[src/rtl/learn_mode_ctrl.sv]
// learn_mode_ctrl: sequencer for the "learn" game mode. It walks the song ROM
// one entry per display step and presents each entry to the falling-note
// display. At every step boundary (a "tick") it checks whether the player holds
// the keys shown in the bottom display row. On a miss, scrolling freezes until
// the player presses the right keys. Hits and misses are counted and saturate
// at 1023. After the last entry, DRAIN empty rows are scrolled in so the
// remaining notes leave the screen. Then the block parks in DONE.
//
// Ports
//   vga_clk, rst_n         clock and asynchronous active-low reset
//   start                  one-cycle pulse: start song from entry 0 (IDLE/DONE only)
//   abort                  return to IDLE immediately (counters kept)
//   key[7:0]               synchronised user keys, bit7=C .. bit1=B
//   bottom_note[7:0]       note bits currently in the bottom display row
//   rom_addr[9:0]          song ROM address
//   rom_data[9:0]          {note, shift}, sampled one cycle after rom_addr
//   note, shift,
//   output_ready           entry presented to the display
//   step                   one-cycle pulse: advance display by one row
//   busy, done             status
//   hit_cnt, miss_cnt      saturating score counters
module learn_mode_ctrl #(
  parameter int PERIOD   = 100000,
  parameter int SONG_LEN = 256,
  parameter int DRAIN    = 32
) (
  input  logic       vga_clk,
  input  logic       rst_n,
  input  logic       start,
  input  logic       abort,
  input  logic [7:0] key,
  input  logic [7:0] bottom_note,
  output logic [9:0] rom_addr,
  input  logic [9:0] rom_data,
  output logic [7:0] note,
  output logic [1:0] shift,
  output logic       output_ready,
  output logic       step,
  output logic       busy,
  output logic       done,
  output logic [9:0] hit_cnt,
  output logic [9:0] miss_cnt
);

  localparam int TW = $clog2(PERIOD + 2);
  localparam int DW = (DRAIN < 2) ? 1 : $clog2(DRAIN + 1);

  // A song entry spends FETCH + WAIT_ROM + PERIOD RUN cycles per step. Drain
  // rows have no fetch, so they count PERIOD+2 cycles to keep the same scroll
  // cadence on screen.
  localparam logic [TW-1:0] TICK_RUN   = TW'(PERIOD - 1);
  localparam logic [TW-1:0] TICK_DRAIN = TW'(PERIOD + 1);
  localparam logic [9:0]    LAST_ADDR  = 10'(SONG_LEN - 1);
  localparam logic [DW-1:0] LAST_DRAIN = DW'((DRAIN < 1) ? 0 : DRAIN - 1);

  typedef enum logic [2:0] {
    IDLE, FETCH, WAIT_ROM, RUN, HOLD, DRAIN_S, DONE
  } state_t;

  state_t        state;
  logic [9:0]    addr;
  logic [TW-1:0] tick;
  logic [DW-1:0] drain_cnt;
  logic          in_drain;

  logic pass;
  logic scored;
  logic adv;
  logic miss_evt;
  logic hit_evt;

  function automatic logic [9:0] sat_inc(input logic [9:0] v);
    return (v == 10'h3FF) ? v : v + 10'd1;
  endfunction

  // An empty bottom row always lets the display scroll. A non-empty row needs
  // the matching keys, and a match on a non-empty row scores a hit.
  assign pass   = (bottom_note == 8'h00) || (key == bottom_note);
  assign scored = (bottom_note != 8'h00) && (key == bottom_note);

  always_comb begin
    adv      = 1'b0;
    miss_evt = 1'b0;
    case (state)
      RUN: begin
        if (tick == TICK_RUN) begin
          adv      = pass;
          miss_evt = !pass;
        end
      end
      DRAIN_S: begin
        if (tick == TICK_DRAIN) begin
          adv      = pass;
          miss_evt = !pass;
        end
      end
      HOLD:    adv = (key == bottom_note);
      default: ;
    endcase
    hit_evt = adv && ((state == HOLD) || scored);
  end

  always_ff @(posedge vga_clk or negedge rst_n) begin
    if (!rst_n) begin
      state        <= IDLE;
      addr         <= '0;
      tick         <= '0;
      drain_cnt    <= '0;
      in_drain     <= 1'b0;
      rom_addr     <= '0;
      note         <= '0;
      shift        <= '0;
      output_ready <= 1'b0;
      step         <= 1'b0;
      busy         <= 1'b0;
      done         <= 1'b0;
      hit_cnt      <= '0;
      miss_cnt     <= '0;
    end else begin
      step <= 1'b0;
      if (abort) begin
        state        <= IDLE;
        output_ready <= 1'b0;
        note         <= '0;
        busy         <= 1'b0;
        done         <= 1'b0;
      end else begin
        case (state)
          IDLE, DONE: begin
            if (start) begin
              addr      <= '0;
              hit_cnt   <= '0;
              miss_cnt  <= '0;
              in_drain  <= 1'b0;
              drain_cnt <= '0;
              busy      <= 1'b1;
              done      <= 1'b0;
              state     <= FETCH;
            end
          end
          FETCH: begin
            rom_addr     <= addr;
            output_ready <= 1'b0;
            state        <= WAIT_ROM;
          end
          WAIT_ROM: begin
            note         <= rom_data[9:2];
            shift        <= rom_data[1:0];
            output_ready <= 1'b1;
            tick         <= '0;
            state        <= RUN;
          end
          RUN: if (tick != TICK_RUN) tick <= tick + 1'b1;
          DRAIN_S: if (tick != TICK_DRAIN) tick <= tick + 1'b1;
          default: ;
        endcase

        // Tick / hold resolution; overrides the state chosen above.
        if (miss_evt) begin
          miss_cnt <= sat_inc(miss_cnt);
          state    <= HOLD;
        end
        if (adv) begin
          step <= 1'b1;
          if (hit_evt) hit_cnt <= sat_inc(hit_cnt);
          if (in_drain) begin
            tick <= '0;
            if (drain_cnt == LAST_DRAIN) begin
              state        <= DONE;
              done         <= 1'b1;
              busy         <= 1'b0;
              output_ready <= 1'b0;
            end else begin
              drain_cnt <= drain_cnt + 1'b1;
              state     <= DRAIN_S;
            end
          end else begin
            addr <= addr + 10'd1;
            if (addr == LAST_ADDR) begin
              in_drain  <= 1'b1;
              drain_cnt <= '0;
              tick      <= '0;
              note      <= '0;
              if (DRAIN == 0) begin
                state        <= DONE;
                done         <= 1'b1;
                busy         <= 1'b0;
                output_ready <= 1'b0;
              end else begin
                output_ready <= 1'b1;
                state        <= DRAIN_S;
              end
            end else begin
              state <= FETCH;
            end
          end
        end
      end
    end
  end

endmodule

[config.mk]
export PLATFORM = sky130hd
export DESIGN_NAME = learn_mode_ctrl
export DESIGN_NICKNAME = d
export VERILOG_FILES = /design/src/rtl/learn_mode_ctrl.sv
export SDC_FILE = /design/constraint.sdc
export NUM_CORES = 1
export LEC_CHECK = 0
export ABC_AREA = 1
export CAP_MARGIN = 5
export CORE_MARGIN = 10
export CORE_UTILIZATION = 35
export CTS_CLUSTER_SIZE = 10
export DETAILED_ROUTE_END_ITERATION = 10
export DONT_BUFFER_PORTS = 1
export GPL_ROUTABILITY_DRIVEN = 1
export GPL_TIMING_DRIVEN = 0
export SYNTH_ARGS = -nofsm -noshare
export SYNTH_HDL_FRONTEND = slang
export SYNTH_SLANG_ARGS = --single-unit
[constraint.sdc]
create_clock -name vga_clk -period 3.1 [get_ports vga_clk]
set_input_delay 0.465 -clock vga_clk [delete_from_list [all_inputs] [get_ports vga_clk]]
set_output_delay 0.465 -clock vga_clk [all_outputs]
set_load 0.05 [all_outputs]
==> impl_metrics.yaml <==
cells_and_area:
  nNetsFinal: 778
  area_growth_pct: 10.8
  diodes: 0
  drive_gt1_share_pct: 10.4
  finalNonFillerCells: 935
  mostFrequentLayoutCells: "nand2_1 (198), inv_1 (83), dfrtp_1 (81)"
  final_common_cell: "nand2_1"
critical_path:
  critPathCaptureType: "flop"
  crit_path_max_fanout: 9
  rr_worst_depth: 10
  worst_r2r_endpoint: "hit_cnt[4]$_DFFE_PN0P_"
  criticalPathCategory: "flop to flop"
  r2r-start: "hit_cnt[1]$_DFFE_PN0P_"
  cp-start-kind: "flop"
  r2r_slack_ns: 0.59
  crit_start: "hit_cnt[1]$_DFFE_PN0P_"
  worstPathArrival_ns: 2.75
  critical_path_required_ns: 3.34
  endpoint: "hit_cnt[4]$_DFFE_PN0P_"
timing:
  maxSlewHeadroom_pct: 55.7
  period_minus_slack_ns: 2.51
  slew_violations: 0
  rsz0062_at_grt: "false"
  post-route-period-util_pct: 81.0
  fin_tns_setup_ns: 0
  max_freq_ghz: 0.398
  setup_viol: 0
  fin_ws_ns: 0.588
  worst_pin_slew_ns: 0.665
  clock_skew_ns: 0.00756
  final-hold-violation-count: 0
synth:
  ys_types: 48
  synth-main-ff-cell: "dfrtp_1"
  synth.top_cell.area_share_pct: 38.0
  synth-xor-area-share_pct: 4.76
  synth_compound_area_share_pct: 11.1
  synth_edf_count: 0
  synth_fa_ha_area_share_pct: 1.41
  yosysWarnings: 0
  syn_area_sq_um: 5330
  yosysTopAreaCell: "dfrtp_1"
  synth_top_family_by_area: "simple AND/OR/NAND/NOR gates"
  synth-seq-cells: 81
  netlist_instances: 730
  seq_area_frac_synth_pct: 38.0
  syn_nets: 766
  synthMuxAreaShare_pct: 1.92
  synthArstFlopShare_pct: 100
  yosys.area_share.simple_pct: 34.3
  avgSynthCellArea_sq_um: 7.30
  yosys-top-cells-area: "dfrtp_1 (38%), nand2_1 (14%), nand3_1 (6.6%), inv_1 (5.8%), nor2_1 (4.2%)"
grt:
  grt_antenna_before_repair: 0
  grt_pass1_vias: 4365
  grt.total_usage_pct: 13.6
  grt_start_max_net_pins: 82
  overflow: 0
  grt_first_pass_wirelength_um: 22600
worst_hold_path:
  holdCritPathClass: "input pin to async pin"
clocking:
  cts.sink_count: 81
  cts_htree_levels: 3
  post-cts-setup-buffers: 0
  path_clk_slew_ns: 0.07
  clkLatencyLatePin_ns: 0.35
  cts_buffers: 9
  root_buffer: "clkbuf_16"
  tritoncts: "done"
  cts_buffer_depth: 2
die:
  num_io_pins: 74
  placementRows: 45
  core_sq_um: 15100
  start_util_pct: 35.3
  die-area_sq_um: 20600
  die_w_um: 143
  die_y_um: 143
pwr:
  peakVddDrop_uv: 267
  design_power_total_mw: 3.61
  power.density_nw_per_um2: 612
  power_leakage_nw: 2.81
placement:
  dp_hpwl_um: 10200
  finalWeightedCongestion: 0.859
  port_buffers: 0
  post-place-ws_ns: 0.561
  dp_cells: 918
outcome:
  status: "finished, final reports clean"
drt:
  dr.pass1.iters: 4
  num_vias: 4591
  drt-wirelength-per-cell_um: 14.6
  ant_nets: 0
  routed_via_density: 4.91
  drc: 0
  drt_iter0_drc: 324
  wirelength_um: 13600
job:
  cap_violations: 0
[timing repair]
action | CTS | global route
hold buffers | 1 | 0
gates resized for setup | 0 | 0
endpoints found under the hold margin | 81 | 0
[logic make-up after synthesis]
family                     Yosys count
AOI/OAI and AO/OA                  100
xor gates and xnor gates            29
adders and majority gates            6
buffers and inverters              113
DFF                                 81
muxes                               10
and+or+nand+nor                    391
[through the flow]
step	instance area (sq um)	utilization [%]	hold slack (ns)
after floorplan	5330	-	0.169
after global placement	5570	36.9	0.175
after detailed placement	5570	36.9	0.175
after CTS	5910	39.1	0.0359
after global routing	5910	39.1	0.0544
final	5910	39.1	0.0160
[worst min-delay path by stage]
stage / endpoint / slack, ns / cells after the start
finish: hit_cnt[4]$_DFFE_PN0P_ / 0.02 / 1
global route: tick[2]$_DFFE_PN0N_ / 0.05 / 1
CTS: hit_cnt[4]$_DFFE_PN0P_ / 0.04 / 1
detailed placement: tick[13]$_DFFE_PN0N_ / 0.17 / 0
global placement: tick[13]$_DFFE_PN0N_ / 0.17 / 0
floorplan: addr[0]$_DFFE_PN0N_ / 0.17 / 0
[flip-flops by register name, indices dropped and copies added (netlist names)]
signal and flops:
miss_cnt 10, rom_addr 10, output_ready 1, addr 10, hit_cnt 10, note 8, tick 17, shift 2
in_drain 1, drain_cnt 6, busy 1, state 3, step 1, done 1
[worst max-delay path, cell delays in order, from the launching register on]
cell	delay, ns
dfrtp_1	0.73
ha_1	0.30
nand3_1	0.13
nor2_1	0.13
nand2_1	0.09
nor3_1	0.46
nand4_4	0.20
nand2_4	0.17
inv_4	0.08
nand2_1	0.06
nand2_1	0.05
[final cells by class]
| type | count | area, sq um |
|---|---|---|
| clock buffers | 10 | 239 |
| fillers | 1597 | 9180 |
| well taps | 188 | 235 |
| plain buffers | 15 | 78.8 |
| repair buffers | 1 | 27.5 |
| multi-input cells | 536 | 2850 |
| flip-flops and latches | 81 | 2030 |
| clock inverters | 6 | 72.6 |
| inverters | 98 | 374 |
[report_power, final]
part / switching (mW) / internal (mW)
Clock: 0.464 / 0.656
Combinational: 0.594 / 0.302
Sequential: 0.398 / 1.20
[synthesized netlist by cell type (2+ instances only)]
library cell    n
o21ai_1        11
clkinv_1        4
dfrtp_1        81
nor2_4          4
nand2_4         6
buf_2           3
nor4_1          3
inv_1          83
ha_1            6
a21oi_1        11
o211ai_1        4
buf_6           2
nor3_1         11
inv_4           2
buf_1           3
nand4_1        13
nand2_1       198
o31ai_1         2
o21ai_0        45
xnor2_1         4
clkbuf_1        6
nor2_2          3
nand2_2         7
nand3_2        10
inv_2           8
xor2_1         25
nand3_1        70
nor2_1         60
o21ai_2         5
o2111ai_1       3
o22ai_1        12
mux2i_1         8
mux2_2          2
[metal layers]
layer  vias to the layer above  share of wire (%)  track usage [%]
met5                         -                  0                0
met2                        50                 49             22.2
met1                      2125                 46             17.2
met3                         9                4.6             4.19
li1                       2407                  -                -
met4                         0                1.0             3.39
Power figures use the tool's default switching activity.
